File: src/rtl/mux_pkg.sv
// Shared types and helpers for the N-to-1 arbitrated mux.
// Round-robin arbitration is enabled by MUX_ARB_RR_EN.
package mux_pkg;

  typedef enum logic {
    MODE_ARB,
    MODE_FORCE
  } mux_mode_e;

  function automatic int sel_width(input int n);
    return (n <= 2) ? 1 : $clog2(n);
  endfunction

endpackage

File: src/rtl/mux_arb_nto1_if.sv
// Channel and output handshake bundle for mux_arb_nto1.
// Round-robin arbitration is enabled by MUX_ARB_RR_EN.
interface mux_arb_nto1_if
  import mux_pkg::*;
#(
  parameter int NUM_CH = 8,
  parameter int DATA_W = 1
);

  localparam int SEL_W = sel_width(NUM_CH);

  logic [NUM_CH*DATA_W-1:0] in_data;
  logic [NUM_CH-1:0]        in_valid;
  logic [NUM_CH-1:0]        in_ready;
  logic                     force_en;
  logic [SEL_W-1:0]         force_sel;
  logic [DATA_W-1:0]        out_data;
  logic                     out_valid;
  logic                     out_ready;
  logic [SEL_W-1:0]         grant_idx;

  modport master (
    output in_data,
    output in_valid,
    output force_en,
    output force_sel,
    output out_ready,
    input  in_ready,
    input  out_data,
    input  out_valid,
    input  grant_idx
  );

  modport slave (
    input  in_data,
    input  in_valid,
    input  force_en,
    input  force_sel,
    input  out_ready,
    output in_ready,
    output out_data,
    output out_valid,
    output grant_idx
  );

endinterface

File: src/rtl/mux_rr_arbiter.sv
// Request arbiter: round-robin when MUX_ARB_RR_EN is defined,
// fixed lowest-index priority otherwise.
module mux_rr_arbiter
  import mux_pkg::*;
#(
  parameter int NUM_CH = 8,
  parameter int SEL_W  = sel_width(NUM_CH)
) (
`ifdef MUX_ARB_RR_EN
  input  logic              clk,
  input  logic              rst,
  input  logic              advance,
`endif
  input  logic [NUM_CH-1:0] req,
  output logic [NUM_CH-1:0] gnt,
  output logic [SEL_W-1:0]  idx,
  output logic              any
);

`ifdef MUX_ARB_RR_EN

  logic [SEL_W-1:0] ptr;

  // first requester at or after ptr, wrapping past the top
  always_comb begin
    int ci;
    logic [SEL_W-1:0] c;
    gnt = '0;
    idx = '0;
    any = 1'b0;
    ci  = 0;
    c   = '0;
    for (int k = 0; k < NUM_CH; k++) begin
      ci = int'(ptr) + k;
      if (ci >= NUM_CH) ci = ci - NUM_CH;
      c = SEL_W'(ci);
      if (!any && req[c]) begin
        any    = 1'b1;
        idx    = c;
        gnt[c] = 1'b1;
      end
    end
  end

  // step past the granted channel after an arbitrated transfer
  always_ff @(posedge clk) begin
    if (rst) begin
      ptr <= '0;
    end else if (advance) begin
      if (int'(idx) == NUM_CH - 1) ptr <= '0;
      else                         ptr <= idx + 1'b1;
    end
  end

`else

  // lowest requesting index wins
  always_comb begin
    gnt = '0;
    idx = '0;
    any = 1'b0;
    for (int i = NUM_CH - 1; i >= 0; i--) begin
      if (req[i]) begin
        gnt    = '0;
        gnt[i] = 1'b1;
        idx    = SEL_W'(i);
        any    = 1'b1;
      end
    end
  end

`endif

endmodule

File: src/rtl/mux_arb_nto1.sv
// N-channel valid/ready mux with forced select and a one-deep
// output register. Round-robin when MUX_ARB_RR_EN is defined.
module mux_arb_nto1
  import mux_pkg::*;
#(
  parameter int NUM_CH = 8,
  parameter int DATA_W = 1
) (
  input logic           clk,
  input logic           rst,
  mux_arb_nto1_if.slave bus
);

  localparam int SEL_W = sel_width(NUM_CH);

  mux_mode_e         mode;
  logic              load_en;
  logic              xfer;
  logic              win_any;
  logic [SEL_W-1:0]  win_idx;
  logic [NUM_CH-1:0] win_gnt;
  logic              arb_any;
  logic [SEL_W-1:0]  arb_idx;
  logic [NUM_CH-1:0] arb_gnt;
  logic              frc_any;
  logic [NUM_CH-1:0] frc_gnt;
  logic [DATA_W-1:0] sel_data;
  logic              valid_q;
  logic [DATA_W-1:0] data_q;
  logic [SEL_W-1:0]  grant_q;
`ifdef MUX_ARB_RR_EN
  logic              advance;
`endif

  assign mode    = bus.force_en ? MODE_FORCE : MODE_ARB;
  assign load_en = !valid_q || bus.out_ready;

  mux_rr_arbiter #(
    .NUM_CH (NUM_CH),
    .SEL_W  (SEL_W)
  ) u_arb (
`ifdef MUX_ARB_RR_EN
    .clk     (clk),
    .rst     (rst),
    .advance (advance),
`endif
    .req     (bus.in_valid),
    .gnt     (arb_gnt),
    .idx     (arb_idx),
    .any     (arb_any)
  );

  // forced channel wins only if it exists and is requesting
  always_comb begin
    frc_any = 1'b0;
    frc_gnt = '0;
    for (int i = 0; i < NUM_CH; i++) begin
      if (bus.force_sel == SEL_W'(i) && bus.in_valid[i]) begin
        frc_any    = 1'b1;
        frc_gnt[i] = 1'b1;
      end
    end
  end

  // pick the winner for this cycle from the active mode
  always_comb begin
    win_any = 1'b0;
    win_idx = '0;
    win_gnt = '0;
    unique case (mode)
      MODE_FORCE: begin
        win_any = frc_any;
        win_idx = bus.force_sel;
        win_gnt = frc_gnt;
      end
      MODE_ARB: begin
        win_any = arb_any;
        win_idx = arb_idx;
        win_gnt = arb_gnt;
      end
    endcase
  end

  assign xfer         = win_any && load_en && !rst;
  assign bus.in_ready = xfer ? win_gnt : '0;

`ifdef MUX_ARB_RR_EN
  assign advance = xfer && (mode == MODE_ARB);
`endif

  // route the winning channel's word to the register input
  always_comb begin
    sel_data = '0;
    for (int i = 0; i < NUM_CH; i++) begin
      if (win_idx == SEL_W'(i)) begin
        sel_data = bus.in_data[i*DATA_W +: DATA_W];
      end
    end
  end

  // output register: load on transfer, empty on drain with no winner
  always_ff @(posedge clk) begin
    if (rst) begin
      valid_q <= 1'b0;
      data_q  <= '0;
      grant_q <= '0;
    end else if (load_en) begin
      if (xfer) begin
        valid_q <= 1'b1;
        data_q  <= sel_data;
        grant_q <= win_idx;
      end else begin
        valid_q <= 1'b0;
      end
    end
  end

  assign bus.out_valid = valid_q;
  assign bus.out_data  = data_q;
  assign bus.grant_idx = grant_q;

endmodule
File: src/flat_wrapper.sv
// flat-port wrapper written by rule: the top's interface ports become plain ports
module mux_arb_nto1_flat import mux_pkg::*;
#(
  parameter int NUM_CH = 8,
  parameter int DATA_W = 1
)
  (clk, rst, bus_in_data, bus_in_valid, bus_force_en, bus_force_sel, bus_out_ready, bus_in_ready, bus_out_data, bus_out_valid, bus_grant_idx);
  mux_arb_nto1_if #(.NUM_CH(NUM_CH), .DATA_W(DATA_W)) bus_i ();
  input logic clk;
  input logic rst;
  input wire logic [$bits(bus_i.in_data)-1:0] bus_in_data;
  input wire logic [$bits(bus_i.in_valid)-1:0] bus_in_valid;
  input wire logic [$bits(bus_i.force_en)-1:0] bus_force_en;
  input wire logic [$bits(bus_i.force_sel)-1:0] bus_force_sel;
  input wire logic [$bits(bus_i.out_ready)-1:0] bus_out_ready;
  output wire logic [$bits(bus_i.in_ready)-1:0] bus_in_ready;
  output wire logic [$bits(bus_i.out_data)-1:0] bus_out_data;
  output wire logic [$bits(bus_i.out_valid)-1:0] bus_out_valid;
  output wire logic [$bits(bus_i.grant_idx)-1:0] bus_grant_idx;
  assign bus_i.in_data = bus_in_data;
  assign bus_i.in_valid = bus_in_valid;
  assign bus_i.force_en = bus_force_en;
  assign bus_i.force_sel = bus_force_sel;
  assign bus_i.out_ready = bus_out_ready;
  assign bus_in_ready = bus_i.in_ready;
  assign bus_out_data = bus_i.out_data;
  assign bus_out_valid = bus_i.out_valid;
  assign bus_grant_idx = bus_i.grant_idx;
  mux_arb_nto1 #(.NUM_CH(NUM_CH), .DATA_W(DATA_W)) u_core (.clk(clk), .rst(rst), .bus(bus_i));
endmodule
File: config.mk
export PLATFORM = sky130hd
export DESIGN_NAME = mux_arb_nto1_flat
export DESIGN_NICKNAME = d
export VERILOG_FILES = /design/src/rtl/mux_pkg.sv /design/src/rtl/mux_arb_nto1_if.sv /design/src/rtl/mux_rr_arbiter.sv /design/src/rtl/mux_arb_nto1.sv /design/src/flat_wrapper.sv
export SDC_FILE = /design/constraint.sdc
export NUM_CORES = 1
export LEC_CHECK = 0
export BUFFER_PORTS_ARGS = -buffer_cell sky130_fd_sc_hd__buf_2
export CORE_UTILIZATION = 46
export DETAILED_ROUTE_END_ITERATION = 7
export HOLD_SLACK_MARGIN = 0.05
export PLACE_DENSITY = 0.83
export SETUP_SLACK_MARGIN = 0.1
export SYNTH_ARGS = -nofsm -noshare
export SYNTH_HDL_FRONTEND = slang
export SYNTH_SLANG_ARGS = --single-unit
File: constraint.sdc
create_clock -name clk -period 3.6 [get_ports clk]
set_clock_uncertainty 0.2 [all_clocks]
set_input_delay 0.72 -clock clk [delete_from_list [all_inputs] [get_ports clk]]
set_output_delay 0.72 -clock clk [all_outputs]
set_load 0.02 [all_outputs]
; ---- Word level (Yosys, flattened, before mapping)
; Cells that the tools add are included.
[op_classes]
n_addsub = 0
n_mul = 0
div_mod_pow = 0
n_lt_le_gt_ge = 0
n_eq_ne = 14
shift = 0
muxes = 53
bitwise_logic = 1
reduce_logical = 16
[ops]
columns = operator, count
row1 = $mux W8, 9
row2 = $mux W1, 33
row3 = $eq A3 B3 Y1 const B, 8
row4 = $mux W3, 8
row5 = $pmux W8 S2, 1
row6 = $eq A3 B2 Y1 const B, 4
row7 = $logic_and A1 B1 Y1, 10
row8 = $eq A3 B1 Y1 const B, 2
row9 = $logic_not A3 Y1, 2
row10 = $pmux W3 S2, 1
row11 = $logic_not A1 Y1, 2
row12 = $pmux W1 S2, 1
row13 = $reduce_and A2 Y1, 1
row14 = $logic_or A1 B1 Y1, 1
row15 = $not A1 Y1, 1
[word_totals]
ff_bits = 5
latch_bits = 0
ramBits = 0
romBits = 0
output_inout_bits = 13
elab_cells = 87
memories = 0

; ---- Depth between registers and ports, before layout
; Gate-level depths: netlist of the first run.
[depth]
ltp_word = 18
ltp_mapped = 7
ltp_nobuf = 6

; ---- By module
; From an unflattened synthesis of the first run, not the netlist that was laid out.
[unflattened]
hier_cells = 114
area_unflattened_um2 = 819.5
[by_module_without_submodules]
columns = mod, n_inst, cells_per_inst, area_per_inst_um2
row1 = mux_arb_nto1, 1, 92, 660.6
row2 = mux_rr_arbiter, 1, 22, 158.9

; ---- Worst setup path before layout of the first run
; No wires, ideal clock.
[synth_path]
path_type = input to output
start = in bus_force_sel[1]
end = out bus_in_ready[1]
arrival_ns = 1.918
t_required_ns = 2.680
path_slack_ns = 0.762
stages = 7
path_cell_list = buf_2 > mux2i_1 > o311ai_1 > a21oi_1 > nor2_2 > buf_2 > and3_1
[synth_via]
elab_chain_len = 14
[synth_lines]
columns = element, line_no
row1 = start: declaration, flat_wrapper.sv:14  ; input wire logic [$bits(bus_i.force_sel)-1:0] bus_force_sel;
row2 = $logic_not A3 Y1, mux_arb_nto1.sv:58  ; if (bus.force_sel == SEL_W'(i) && bus.in_valid[i]) begin
row3 = $logic_and A1 B1 Y1, mux_arb_nto1.sv:58
row4 = $mux W1 (8 in series), mux_arb_nto1.sv:58
row5 = $pmux W1 S2, mux_arb_nto1.sv:70  ; unique case (mode)
row6 = $logic_and A1 B1 Y1 (2 in series), mux_arb_nto1.sv:84  ; assign xfer = win_any && load_en && !rst;
row7 = $mux W8 (*), mux_arb_nto1.sv:85  ; assign bus.in_ready = xfer ? win_gnt : '0;
row8 = end: declaration, flat_wrapper.sv:16  ; output wire logic [$bits(bus_i.in_ready)-1:0] bus_in_ready;
; Every way passes the cells marked *; elsewhere a longest branch is shown, timed or not.

; ---- Worst setup path in the final report of the first run
[layout_path]
start = in bus_force_sel[0]
end = out bus_in_ready[7]
; The elaborated chain is that of the path after synthesis.

==> flow_summary.html, run 1 <==
<table>
<tr><th>Metric</th><th>Value</th></tr>
<tr><th colspan="2">Clock network</th></tr>
<tr><td>Number of buffers added for setup after CTS</td><td>0</td></tr>
<tr><td>Insertion delay to the later sink of the worst-skew pair</td><td>0.25 ns</td></tr>
<tr><td>Clk sink count</td><td>5</td></tr>
<tr><td>Clock tree from TritonCTS</td><td>done</td></tr>
<tr><td>Cells resized by post-CTS repair</td><td>0</td></tr>
<tr><td>Inserted Clock Buffers</td><td>3</td></tr>
<tr><td>Longest Clk Path Bufs</td><td>2</td></tr>
<tr><td>Total number of H-tree levels</td><td>1</td></tr>
<tr><td>Hold Buf Count CTS</td><td>0</td></tr>
<tr><td>Clock root cell</td><td>clkbuf_4</td></tr>
<tr><td>Clock input transition at the sequential cells of the worst setup and hold paths</td><td>~0.050 ns</td></tr>
<tr><th colspan="2">Global route</th></tr>
<tr><td>Remaining global-route overflow</td><td>0</td></tr>
<tr><td>Total track usage</td><td>0.2622</td></tr>
<tr><td>Vias in the first global route</td><td>between 500 and 600</td></tr>
<tr><td>Pin count of the biggest net entering global routing</td><td>16</td></tr>
<tr><td>Global-route wire length before repair</td><td>2760 µm</td></tr>
<tr><td>Number of antenna violations at the first check in global routing</td><td>0</td></tr>
<tr><th colspan="2">Pwr</th></tr>
<tr><td>Internal power consumption</td><td>around 0.00014 W</td></tr>
<tr><td>Power spent charging and discharging nets</td><td>between 0.00008 and 0.00009 W</td></tr>
<tr><td>Switching share of power</td><td>0.3784</td></tr>
<tr><td>Cell Pwr Density</td><td>between 200 and 300 nW/µm²</td></tr>
<tr><td>Relative contribution of the clock network to total power</td><td>0.311</td></tr>
<tr><td>Power Total</td><td>between 0.0002 and 0.00025 W</td></tr>
<tr><td>Sequential group share of total power</td><td>0.287</td></tr>
<tr><td>Largest voltage drop on the vdd net</td><td>around 0.00016 V</td></tr>
<tr><td>Share of total power in combinational logic</td><td>0.402</td></tr>
<tr><td>Static leakage</td><td>about 0.44 nW</td></tr>
<tr><th colspan="2">Route</th></tr>
<tr><td>Overall via count from detail_route</td><td>794</td></tr>
<tr><td>Wire length per cell after detailed routing</td><td>13.53 µm</td></tr>
<tr><td>Aggregate routed wire length</td><td>roughly 1800 µm</td></tr>
<tr><td>Post-DRT Antenna Nets</td><td>0</td></tr>
<tr><td>Iteration-0 DRC Markers</td><td>between 40 and 50</td></tr>
<tr><td>Number of optimization iterations in the first detailed-route pass</td><td>8</td></tr>
<tr><td>Number of remaining DRC errors</td><td>5</td></tr>
<tr><td>Vias/cell</td><td>between 5 and 6</td></tr>
<tr><th colspan="2">Floorplan</th></tr>
<tr><td>Die Ht</td><td>39.14 µm</td></tr>
<tr><td>Effective utilization at floorplan</td><td>0.4937</td></tr>
<tr><td>Horizontal die dimension</td><td>roughly 39 µm</td></tr>
<tr><td>Num ports</td><td>36</td></tr>
<tr><td>Die Outline Area</td><td>1532 µm²</td></tr>
<tr><td>Std-Cell Core Area</td><td>around 1300 µm²</td></tr>
<tr><td>Row Count</td><td>13</td></tr>
<tr><th colspan="2">Synthesis</th></tr>
<tr><td>Post-synth design cell area</td><td>roughly 630 µm²</td></tr>
<tr><td>Count of mapped cells out of synthesis</td><td>just under 90</td></tr>
<tr><td>Synthesized area per cell</td><td>around 7.3 µm²</td></tr>
<tr><td>YS warnings</td><td>0</td></tr>
<tr><td>Post-synth net total</td><td>between 100 and 150</td></tr>
<tr><td>Synthesized flop and latch total</td><td>5</td></tr>
<tr><td>Distinct cell type count after synthesis</td><td>37</td></tr>
<tr><td>Seq/Total Area, Yosys</td><td>0.1578</td></tr>
<tr><th colspan="2">Critical path</th></tr>
<tr><td>Critical-path maximum fanout</td><td>15</td></tr>
<tr><td>Launch instance of the worst register-to-register path</td><td>u_core.bus.out_valid</td></tr>
<tr><td>Startpoint of the most critical setup path</td><td>bus_force_sel[0]</td></tr>
<tr><td>Req. time, crit path</td><td>2.68 ns</td></tr>
<tr><td>Type of the setup path with the least slack</td><td>in2out</td></tr>
<tr><td>Slack of the worst reg-to-reg path</td><td>roughly 1.9 ns</td></tr>
<tr><td>Number of cells on the worst reg-to-reg path</td><td>5</td></tr>
<tr><td>Last element of the critical path</td><td>bus_in_ready[7]</td></tr>
<tr><td>Kind of capture point of the worst setup path</td><td>output pin</td></tr>
<tr><td>FF-to-FF End</td><td>u_core.bus.out_data</td></tr>
<tr><td>CP Data Arrival Time</td><td>2.17 ns</td></tr>
<tr><td>Sort of element at the start of the critical path</td><td>input port</td></tr>
<tr><th colspan="2">Final layout</th></tr>
<tr><td>Storage element area</td><td>100.1 µm²</td></tr>
<tr><td>Relative area change from synthesis to final layout</td><td>29.59%</td></tr>
<tr><td>Finished Layout Cells</td><td>about 140</td></tr>
<tr><td>Multi-input combinational cell area</td><td>roughly 480 µm²</td></tr>
<tr><td>Ant diodes</td><td>0</td></tr>
<tr><td>Net total in the final layout</td><td>roughly 140</td></tr>
<tr><td>Fillers</td><td>roughly 130</td></tr>
<tr><td>Layout cells sized above 1</td><td>0.3667</td></tr>
<tr><th colspan="2">STA</th></tr>
<tr><td>Slew Viols, Final</td><td>0</td></tr>
<tr><td>Setup TNS Final</td><td>0 ns</td></tr>
<tr><td>Post-route worst hold slack</td><td>between 0.2 and 0.3 ns</td></tr>
<tr><td>Transition at the pin with the smallest max-transition slack</td><td>0.5198 ns</td></tr>
<tr><td>Setup repair after global routing missed its margin</td><td>no</td></tr>
<tr><td>Total setup violations reported at the end of the flow</td><td>0</td></tr>
<tr><td>Tcrit/Tclk final</td><td>0.8593</td></tr>
<tr><td>Minimum clock period after layout</td><td>just over 3 ns</td></tr>
<tr><td>Fmax</td><td>~320 MHz</td></tr>
<tr><td>Headroom to the max-slew limit</td><td>0.6531</td></tr>
<tr><td>Number of failing hold endpoints at the final stage</td><td>0</td></tr>
<tr><th colspan="2">Min path</th></tr>
<tr><td>Type of the worst min-delay path</td><td>reg2reg</td></tr>
<tr><th colspan="2">Run status</th></tr>
<tr><td>Outcome</td><td>finished, violations left</td></tr>
<tr><td>Violated checks</td><td>DRC</td></tr>
<tr><th colspan="2">Placement</th></tr>
<tr><td>Final RePlAce weighted congestion</td><td>between 0.8 and 0.9</td></tr>
<tr><td>Post-DP HPWL</td><td>~1400 µm</td></tr>
<tr><td>Cell count after placement</td><td>roughly 130</td></tr>
<tr><td>Input/output buffers</td><td>35</td></tr>
<tr><th colspan="2">Flow run</th></tr>
<tr><td>Max Cap Violations</td><td>0</td></tr>
</table>
[critical path, cell delays in order]
cell and delay (ns):
buf_2 0.22, nand4b_1 0.18, o311ai_1 0.12, a21oi_1 0.11, nor2_2 0.42, and3_1 0.25
buf_2 0.16
[kinds of logic (layout without fill, tap and decap cells)]
kind of cell | Yosys count | count (layout) | share of synthesized area
AOI/OAI and AO/OA | 31 | 31 | 0.3826
DFF | 5 | 5 | 0.1578
and+or+nand+nor | 35 | 35 | 0.3097
buffers and inverters | 12 | 45 | 0.08678
muxes | 4 | 4 | 0.06312
[cells in the final DEF, fill, tap and decap left out, types with 4 or more instances in the layout]
cell type,n
buf_2,35
nor2_1,11
and3_1,8
inv_1,5
a211oi_1,5
dfxtp_1,5
mux2i_1,4
[cells in the mapped netlist]
master	n	area (µm²)
a221o_1	1	10.01
and3_1	8	50.05
nand3b_4	1	20.02
nor4_1	1	6.260
a21boi_0	2	15.01
inv_1	5	18.77
nand2b_1	1	6.260
dfxtp_1	5	100.1
o311ai_1	1	8.760
nor2_1	11	41.29
inv_2	1	3.750
o22ai_1	3	18.77
nand4b_1	1	8.760
a311oi_2	1	15.01
nand3_1	2	10.01
a31o_2	1	8.760
or2_1	1	6.260
mux2i_1	4	40.04
a21oi_1	2	10.01
nand2_1	3	11.26
o21ai_1	1	5.000
nor2b_1	2	12.51
o21a_1	2	15.01
a211oi_1	5	37.54
o31ai_1	3	22.52
a22oi_1	1	7.510
nor2_2	1	6.260
and2_1	1	6.260
o211ai_1	1	7.510
buf_2	5	25.02
o21ai_0	1	5.000
o32ai_1	2	17.52
a211o_1	3	26.28
or3_1	1	6.260
buf_4	1	7.510
o31ai_2	1	12.51
nor3_1	1	5.000
[power groups by stage]
stage	clock network (W)	registers [W]	logic [W]
floorplan	0	0.0000727	0.0000528
global placement	0	0.0000652	0.0000874
detailed placement	0	0.0000658	0.0000892
CTS	0.0000699	0.0000647	0.0000898
global route	0.0000723	0.0000653	0.0000993
finish	0.0000701	0.0000647	0.0000905
[state kept, by name (all words and copies together), names as in the netlist]
register	flops
u_core.bus.grant_idx	3
u_core.bus.out_valid	1
u_core.bus.out_data	1
[worst min-delay path by stage]
stage                     slack (ns)               startpoint                 endpoint  cells after the start
after floorplan                 0.36     u_core.bus.out_valid     u_core.bus.out_valid                      2
after global placement          0.28     u_core.bus.out_valid     u_core.bus.out_valid                      2
after detailed placement        0.28     u_core.bus.out_valid     u_core.bus.out_valid                      2
after CTS                       0.29     u_core.bus.out_valid     u_core.bus.out_valid                      2
after global routing            0.31  u_core.bus.grant_idx[1]  u_core.bus.grant_idx[1]                      2
final                           0.29     u_core.bus.out_valid     u_core.bus.out_valid                      2
[layer usage]
metal / up-vias / GRT usage / part of all wire
met3: 3 / 0.05202 / 0.062
met1: 352 / 0.3639 / 0.43
met4: 0 / 0.05172 / 0.0077
met5: - / 0 / 0
li1: 399 / - / -
met2: 40 / 0.4125 / 0.49
[final cells by class]
type                            instances  share of cell area
Sequential cell                         5              0.1218
Timing Repair Buffer                   35              0.2131
Clock buffer                            4             0.03196
Multi-Input combinational cell         70              0.5830
Tap cell                               15             0.02283
Inverter                                6             0.02740
[through the flow]
| step | setup WS, ns | util | instance area (µm²) |
|---|---|---|---|
| after floorplan | 0.7621 | - | 634.4 |
| after global placement | 0.5621 | 0.6193 | 795.8 |
| after detailed placement | 0.5272 | 0.6193 | 795.8 |
| after CTS | 0.5219 | 0.6397 | 822.0 |
| after global routing | 0.3352 | 0.6397 | 822.0 |
| final | 0.5065 | 0.6397 | 822.0 |
No activity file was read; power rests on OpenSTA's default activity.
==> run 2: changes to the inputs <==
CORE_MARGIN = 1.5   (was unset)
==> run 2 against run 1 <==
Against the previous run:
- the flow now finishes without violations
- die area up 5.2%
- sequential share of layout area unchanged
- global-route usage is 0.70 points lower
- register-to-register slack hardly changed
- design area stayed put
- critical path depth stayed put
- combinational power barely moved
- sequential cell count stayed put
- via count grew 2.6%
- critical path type unchanged
==> flow_summary.html, run 2 (synthesis results as in run 1) <==
<table>
<tr><th>Metric</th><th>Value</th></tr>
<tr><th colspan="2">Run status</th></tr>
<tr><td>Outcome</td><td>completed</td></tr>
<tr><th colspan="2">Clock network</th></tr>
<tr><td>Longest Clk Path Bufs</td><td>2</td></tr>
<tr><td>Clock tree from TritonCTS</td><td>done</td></tr>
<tr><td>Total number of H-tree levels</td><td>1</td></tr>
<tr><td>Cells resized by post-CTS repair</td><td>0</td></tr>
<tr><td>Number of buffers added for setup after CTS</td><td>0</td></tr>
<tr><td>Insertion delay to the later sink of the worst-skew pair</td><td>about 0.26 ns</td></tr>
<tr><td>Hold Buf Count CTS</td><td>0</td></tr>
<tr><td>Inserted Clock Buffers</td><td>3</td></tr>
<tr><td>Clock root cell</td><td>clkbuf_4</td></tr>
<tr><td>Clock input transition at the sequential cells of the worst setup and hold paths</td><td>about 0.050 ns</td></tr>
<tr><td>Clk sink count</td><td>5</td></tr>
<tr><th colspan="2">Final layout</th></tr>
<tr><td>Net total in the final layout</td><td>~140</td></tr>
<tr><td>Commonest non-fill, non-tap cells in the layout</td><td>buf_2 (35), nor2_1 (11), and3_1 (8)</td></tr>
<tr><td>Ant diodes</td><td>0</td></tr>
<tr><td>Most common cell after layout, fill and taps aside</td><td>buf_2</td></tr>
<tr><td>Flip-flop count of the largest register after layout</td><td>3</td></tr>
<tr><td>Relative area change from synthesis to final layout</td><td>29.59%</td></tr>
<tr><td>Fillers</td><td>around 120</td></tr>
<tr><td>Layout cells sized above 1</td><td>0.3667</td></tr>
<tr><th colspan="2">Critical path</th></tr>
<tr><td>Last element of the critical path</td><td>bus_in_ready[4]</td></tr>
<tr><td>Stages on the worst setup path</td><td>7</td></tr>
<tr><td>Crit-path max cell delay</td><td>around 0.42 ns</td></tr>
<tr><td>Number of cells on the worst reg-to-reg path</td><td>5</td></tr>
<tr><td>Series of cell instances along the critical path</td><td>buf_2 -&gt; mux2i_1 -&gt; o211ai_1 -&gt; a21oi_1 -&gt; nor2_2 -&gt; and3_1 -&gt; buf_2</td></tr>
<tr><td>CP Data Arrival Time</td><td>between 2 and 2.5 ns</td></tr>
<tr><td>Startpoint of the most critical setup path</td><td>bus_force_sel[0]</td></tr>
<tr><td>Req. time, crit path</td><td>roughly 2.7 ns</td></tr>
<tr><td>Critical-path maximum fanout</td><td>15</td></tr>
<tr><td>Type of the setup path with the least slack</td><td>in2out</td></tr>
<tr><td>Cell family with most CP delay</td><td>simple AND/OR/NAND/NOR gates</td></tr>
<tr><td>Count of buffer and inverter cells on the critical path</td><td>2</td></tr>
<tr><td>Most repeated library cell on the critical path</td><td>buf_2</td></tr>
<tr><td>Launch instance of the worst register-to-register path</td><td>u_core.bus.out_valid</td></tr>
<tr><td>Kind of capture point of the worst setup path</td><td>output pin</td></tr>
<tr><td>FF-to-FF End</td><td>u_core.bus.grant_idx[0]</td></tr>
<tr><td>Cell with the biggest individual delay on the critical path</td><td>nor2_2</td></tr>
<tr><td>Slack of the worst reg-to-reg path</td><td>roughly 1.9 ns</td></tr>
<tr><td>Sort of element at the start of the critical path</td><td>input port</td></tr>
<tr><th colspan="2">Pwr</th></tr>
<tr><td>Cell Pwr Density</td><td>273.6 nW/µm²</td></tr>
<tr><td>Largest voltage drop on the vdd net</td><td>~0.00014 V</td></tr>
<tr><td>Static leakage</td><td>0.4372 nW</td></tr>
<tr><td>Power Total</td><td>between 0.0002 and 0.00025 W</td></tr>
<tr><th colspan="2">STA</th></tr>
<tr><td>Setup repair after global routing missed its margin</td><td>no</td></tr>
<tr><td>Transition at the pin with the smallest max-transition slack</td><td>just over 0.5 ns</td></tr>
<tr><td>Setup TNS Final</td><td>0 ns</td></tr>
<tr><td>Final setup margin</td><td>between 0.4 and 0.5 ns</td></tr>
<tr><td>Fmax</td><td>roughly 320 MHz</td></tr>
<tr><td>Minimum clock period after layout</td><td>between 3 and 4 ns</td></tr>
<tr><td>Total setup violations reported at the end of the flow</td><td>0</td></tr>
<tr><td>Tcrit/Tclk final</td><td>0.8654</td></tr>
<tr><td>Number of failing hold endpoints at the final stage</td><td>0</td></tr>
<tr><td>Headroom to the max-slew limit</td><td>0.6616</td></tr>
<tr><td>Slew Viols, Final</td><td>0</td></tr>
<tr><th colspan="2">Floorplan</th></tr>
<tr><td>Die Outline Area</td><td>around 1600 µm²</td></tr>
<tr><td>Row Count</td><td>13</td></tr>
<tr><td>Die Ht</td><td>~40 µm</td></tr>
<tr><td>Horizontal die dimension</td><td>between 40 and 50 µm</td></tr>
<tr><td>Std-Cell Core Area</td><td>1285 µm²</td></tr>
<tr><td>Num ports</td><td>36</td></tr>
<tr><td>Effective utilization at floorplan</td><td>0.4937</td></tr>
<tr><th colspan="2">Global route</th></tr>
<tr><td>Number of antenna violations at the first check in global routing</td><td>0</td></tr>
<tr><td>Vias in the first global route</td><td>~630</td></tr>
<tr><td>Global-route wire length before repair</td><td>approximately 2800 µm</td></tr>
<tr><td>Remaining global-route overflow</td><td>0</td></tr>
<tr><td>Total track usage</td><td>0.2551</td></tr>
<tr><td>Pin count of the biggest net entering global routing</td><td>16</td></tr>
<tr><th colspan="2">Placement</th></tr>
<tr><td>Input/output buffers</td><td>35</td></tr>
<tr><td>Final RePlAce weighted congestion</td><td>approximately 0.93</td></tr>
<tr><td>Post-DP HPWL</td><td>approximately 1400 µm</td></tr>
<tr><td>Pre-CTS setup slack</td><td>just over 0.5 ns</td></tr>
<tr><th colspan="2">Route</th></tr>
<tr><td>Iteration-0 DRC Markers</td><td>30</td></tr>
<tr><td>Number of remaining DRC errors</td><td>0</td></tr>
<tr><td>Vias/cell</td><td>between 6 and 7</td></tr>
<tr><td>Post-DRT Antenna Nets</td><td>0</td></tr>
<tr><td>Overall via count from detail_route</td><td>approximately 800</td></tr>
<tr><td>Number of optimization iterations in the first detailed-route pass</td><td>4</td></tr>
<tr><td>Wire length per cell after detailed routing</td><td>roughly 13 µm</td></tr>
<tr><td>Aggregate routed wire length</td><td>approximately 1800 µm</td></tr>
<tr><th colspan="2">Min path</th></tr>
<tr><td>Type of the worst min-delay path</td><td>reg2reg</td></tr>
<tr><th colspan="2">Flow run</th></tr>
<tr><td>Max Cap Violations</td><td>0</td></tr>
</table>
==> run 2: final cells by class <==
| type | count | area, µm² | share of cell area |
|---|---|---|---|
| multi-input cells | 70 | 479.2 | 0.5830 |
| inverters | 6 | 22.52 | 0.02740 |
| clock buffers | 4 | 26.28 | 0.03196 |
| repair buffers | 35 | 175.2 | 0.2131 |
| well taps | 15 | 18.77 | 0.02283 |
| flip-flops and latches | 5 | 100.1 | 0.1218 |
==> run 2: worst min-delay path by stage <==
| stage | cells past startpoint | start | end |
|---|---|---|---|
| after global routing | 2 | u_core.bus.out_valid | u_core.bus.out_valid |
| after floorplan | 2 | u_core.bus.out_valid | u_core.bus.out_valid |
| after CTS | 2 | u_core.bus.out_valid | u_core.bus.out_valid |
| final | 2 | u_core.bus.out_valid | u_core.bus.out_valid |
| after detailed placement | 2 | u_core.bus.out_valid | u_core.bus.out_valid |
| after global placement | 2 | u_core.bus.out_valid | u_core.bus.out_valid |
==> run 2: worst register-to-register path, stage by stage (launching register included) <==
cell,delay (ns)
dfxtp_1,0.31
a21oi_1,0.20
o31ai_2,0.12
nor2_2,0.43
nor2_1,0.10
a211oi_1,0.26
==> run 2: through the flow <==
stage	util	area, µm²	hold WS, ns	cells
finish	0.6397	822.0	0.2965	135
global route	0.6397	822.0	0.3194	135
CTS	0.6397	822.0	0.3017	135
detailed placement	0.6193	795.8	0.2944	131
global placement	0.6193	795.8	0.2801	131
floorplan	-	634.4	0.3601	87
==> run 2: per-layer routing <==
layer  GRT usage  up-vias  wire length (µm)
li1            -      399                 -
met1      0.3007      375               788
met2      0.4355       39               896
met3     0.04444        2               113
met4      0.1293        0                19
met5           0        -                 0
==> run 2: report_power, final <==
group	switching (W)	internal (W)	leakage [nW]	total, W
sequential	0.00000300	0.0000615	0.0415	0.0000645
clock	0.0000275	0.0000422	0.0150	0.0000697
combinational	0.0000543	0.0000364	0.381	0.0000907
==> run 3: changes to the inputs <==
CORE_UTILIZATION = 30   (was 46)
PLACE_DENSITY = unset   (was 0.83)
==> run 3 against run 2 <==
Against the previous run:
- fmax is 0.36% lower
- via count decreased by 5.8%
- register-to-register slack hardly changed
- sequential power hardly changed
- routed wire length down 2.9%
- cell count increased by 8.9%
- critical path depth unchanged
- critical path type unchanged
==> flow_summary.html, run 3 (synthesis results as in run 1) <==
<table>
<tr><th>Metric</th><th>Value</th></tr>
<tr><th colspan="2">Run status</th></tr>
<tr><td>Outcome</td><td>completed</td></tr>
<tr><th colspan="2">Final layout</th></tr>
<tr><td>Flip-flop count of the largest register after layout</td><td>3</td></tr>
<tr><td>Fillers</td><td>230</td></tr>
<tr><td>Ant diodes</td><td>0</td></tr>
<tr><td>Commonest non-fill, non-tap cells in the layout</td><td>buf_2 (35), nor2_1 (11), and3_1 (8)</td></tr>
<tr><td>Most common cell after layout, fill and taps aside</td><td>buf_2</td></tr>
<tr><td>Final core utilization</td><td>0.4223</td></tr>
<tr><td>Relative area change from synthesis to final layout</td><td>31.95%</td></tr>
<tr><td>Layout cells sized above 1</td><td>0.3667</td></tr>
<tr><td>Net total in the final layout</td><td>between 100 and 150</td></tr>
<tr><th colspan="2">Route</th></tr>
<tr><td>Wire length per cell after detailed routing</td><td>roughly 12 µm</td></tr>
<tr><td>Vias/cell</td><td>around 5.2</td></tr>
<tr><td>Aggregate routed wire length</td><td>about 1800 µm</td></tr>
<tr><td>Uppermost signal routing layer after detailed routing</td><td>met3</td></tr>
<tr><td>Met3 wire length</td><td>87 µm</td></tr>
<tr><td>Number of optimization iterations in the first detailed-route pass</td><td>4</td></tr>
<tr><td>Iteration-0 DRC Markers</td><td>16</td></tr>
<tr><td>Post-DRT Antenna Nets</td><td>0</td></tr>
<tr><td>Routed length on met1</td><td>just under 900 µm</td></tr>
<tr><td>Number of remaining DRC errors</td><td>0</td></tr>
<tr><td>Overall via count from detail_route</td><td>about 770</td></tr>
<tr><td>Routed wire length on met2</td><td>around 810 µm</td></tr>
<tr><th colspan="2">Global route</th></tr>
<tr><td>Remaining global-route overflow</td><td>0</td></tr>
<tr><td>Pin count of the biggest net entering global routing</td><td>16</td></tr>
<tr><td>Number of antenna violations at the first check in global routing</td><td>0</td></tr>
<tr><td>Vias in the first global route</td><td>between 600 and 700</td></tr>
<tr><td>Total track usage</td><td>0.1452</td></tr>
<tr><td>Global-route wire length before repair</td><td>2835 µm</td></tr>
<tr><th colspan="2">Clock network</th></tr>
<tr><td>Clk sink count</td><td>5</td></tr>
<tr><td>Number of buffers added for setup after CTS</td><td>0</td></tr>
<tr><td>Longest Clk Path Bufs</td><td>2</td></tr>
<tr><td>Insertion delay to the later sink of the worst-skew pair</td><td>around 0.24 ns</td></tr>
<tr><td>Clock input transition at the sequential cells of the worst setup and hold paths</td><td>roughly 0.040 ns</td></tr>
<tr><td>Inserted Clock Buffers</td><td>3</td></tr>
<tr><td>Clock root cell</td><td>clkbuf_4</td></tr>
<tr><td>Clock tree from TritonCTS</td><td>done</td></tr>
<tr><td>Total number of H-tree levels</td><td>1</td></tr>
<tr><td>Hold Buf Count CTS</td><td>0</td></tr>
<tr><td>Cells resized by post-CTS repair</td><td>0</td></tr>
<tr><th colspan="2">Floorplan</th></tr>
<tr><td>Die Ht</td><td>just under 50 µm</td></tr>
<tr><td>Std-Cell Core Area</td><td>1982 µm²</td></tr>
<tr><td>Effective utilization at floorplan</td><td>0.3201</td></tr>
<tr><td>Num ports</td><td>36</td></tr>
<tr><td>Row Count</td><td>16</td></tr>
<tr><td>Die Outline Area</td><td>roughly 2400 µm²</td></tr>
<tr><td>Horizontal die dimension</td><td>a little under 50 µm</td></tr>
<tr><th colspan="2">STA</th></tr>
<tr><td>Setup TNS Final</td><td>0 ns</td></tr>
<tr><td>Fmax</td><td>319.8 MHz</td></tr>
<tr><td>Number of failing hold endpoints at the final stage</td><td>0</td></tr>
<tr><td>Minimum clock period after layout</td><td>roughly 3.1 ns</td></tr>
<tr><td>Total setup violations reported at the end of the flow</td><td>0</td></tr>
<tr><td>Slew Viols, Final</td><td>0</td></tr>
<tr><td>Setup repair after global routing missed its margin</td><td>no</td></tr>
<tr><td>Transition at the pin with the smallest max-transition slack</td><td>~0.53 ns</td></tr>
<tr><td>Tcrit/Tclk final</td><td>0.8685</td></tr>
<tr><td>Final setup margin</td><td>approximately 0.47 ns</td></tr>
<tr><td>Headroom to the max-slew limit</td><td>0.6448</td></tr>
<tr><th colspan="2">Placement</th></tr>
<tr><td>Post-DP HPWL</td><td>1402 µm</td></tr>
<tr><td>Pre-CTS setup slack</td><td>between 0.4 and 0.5 ns</td></tr>
<tr><td>Final RePlAce weighted congestion</td><td>~0.84</td></tr>
<tr><td>Input/output buffers</td><td>35</td></tr>
<tr><th colspan="2">Pwr</th></tr>
<tr><td>Largest voltage drop on the vdd net</td><td>roughly 0.00013 V</td></tr>
<tr><td>Cell Pwr Density</td><td>around 260 nW/µm²</td></tr>
<tr><td>Sequential group share of total power</td><td>0.296</td></tr>
<tr><td>Static leakage</td><td>~0.44 nW</td></tr>
<tr><td>Power spent charging and discharging nets</td><td>between 0.00007 and 0.00008 W</td></tr>
<tr><td>Internal power consumption</td><td>about 0.00014 W</td></tr>
<tr><td>Share of total power in combinational logic</td><td>0.413</td></tr>
<tr><td>Power Total</td><td>0.0002173 W</td></tr>
<tr><td>Switching share of power</td><td>0.3567</td></tr>
<tr><td>Relative contribution of the clock network to total power</td><td>0.290</td></tr>
<tr><th colspan="2">Min path</th></tr>
<tr><td>Type of the worst min-delay path</td><td>reg2reg</td></tr>
<tr><th colspan="2">Critical path</th></tr>
<tr><td>Kind of capture point of the worst setup path</td><td>output pin</td></tr>
<tr><td>Sort of element at the start of the critical path</td><td>input port</td></tr>
<tr><td>Critical-path maximum fanout</td><td>15</td></tr>
<tr><td>Type of the setup path with the least slack</td><td>in2out</td></tr>
<tr><td>CP Data Arrival Time</td><td>around 2.2 ns</td></tr>
<tr><td>Req. time, crit path</td><td>2.68 ns</td></tr>
<tr><th colspan="2">Flow run</th></tr>
<tr><td>Max Cap Violations</td><td>0</td></tr>
</table>
-- run 3: cell counts in the layout (fill, tap and decap cells not counted) --
No cell type changed its count.
-- run 3: routing by layer --
layer	up-vias	GRT usage
li1	403	-
met1	340	0.1891
met2	25	0.2306
met3	0	0.03988
met4	0	0.04762
met5	-	0
-- run 3: cell type report --
| class | instances | area [µm²] | area share |
|---|---|---|---|
| Timing Repair Buffer | 35 | 175.2 | 0.2093 |
| Inverter | 6 | 22.52 | 0.02691 |
| Multi-Input combinational cell | 70 | 479.2 | 0.5725 |
| Clock buffer | 4 | 26.28 | 0.03139 |
| Sequential cell | 5 | 100.1 | 0.1196 |
| Tap cell | 27 | 33.78 | 0.04036 |
-- run 3: worst max-delay path, stage by stage --
cell      delay, ns
buf_2          0.17
inv_1          0.07
o311ai_1       0.30
a21oi_1        0.10
nor2_2         0.43
and3_1         0.25
buf_2          0.16
-- run 3: path summary, 6_finish.rpt --
path                        startpoint                   end  slack [ns]  depth (start not counted)
setup / recovery      bus_force_sel[2]       bus_in_ready[7]        0.47                          7
hold / removal    u_core.bus.out_valid  u_core.bus.out_valid        0.29                          2
setup reg to reg  u_core.bus.out_valid   u_core.bus.out_data        1.88                          5
hold reg to reg   u_core.bus.out_valid  u_core.bus.out_valid        0.29                          2
-- run 3: through the flow --
stage / std cells / instance area [µm²] / hold slack [ns]
after floorplan: 87 / 634.4 / 0.3601
after global placement: 143 / 810.8 / 0.2843
after detailed placement: 143 / 810.8 / 0.2823
after CTS: 147 / 837.1 / 0.2887
after global routing: 147 / 837.1 / 0.3116
final: 147 / 837.1 / 0.2884
-- run 3: power by group through the flow --
stage                     registers, W  logic [W]  clock network, W
after floorplan              0.0000727  0.0000528                 0
after CTS                    0.0000644  0.0000900         0.0000650
final                        0.0000644  0.0000898         0.0000631
after global placement       0.0000653  0.0000894                 0
after detailed placement     0.0000654  0.0000895                 0
after global routing         0.0000650  0.0000989         0.0000701
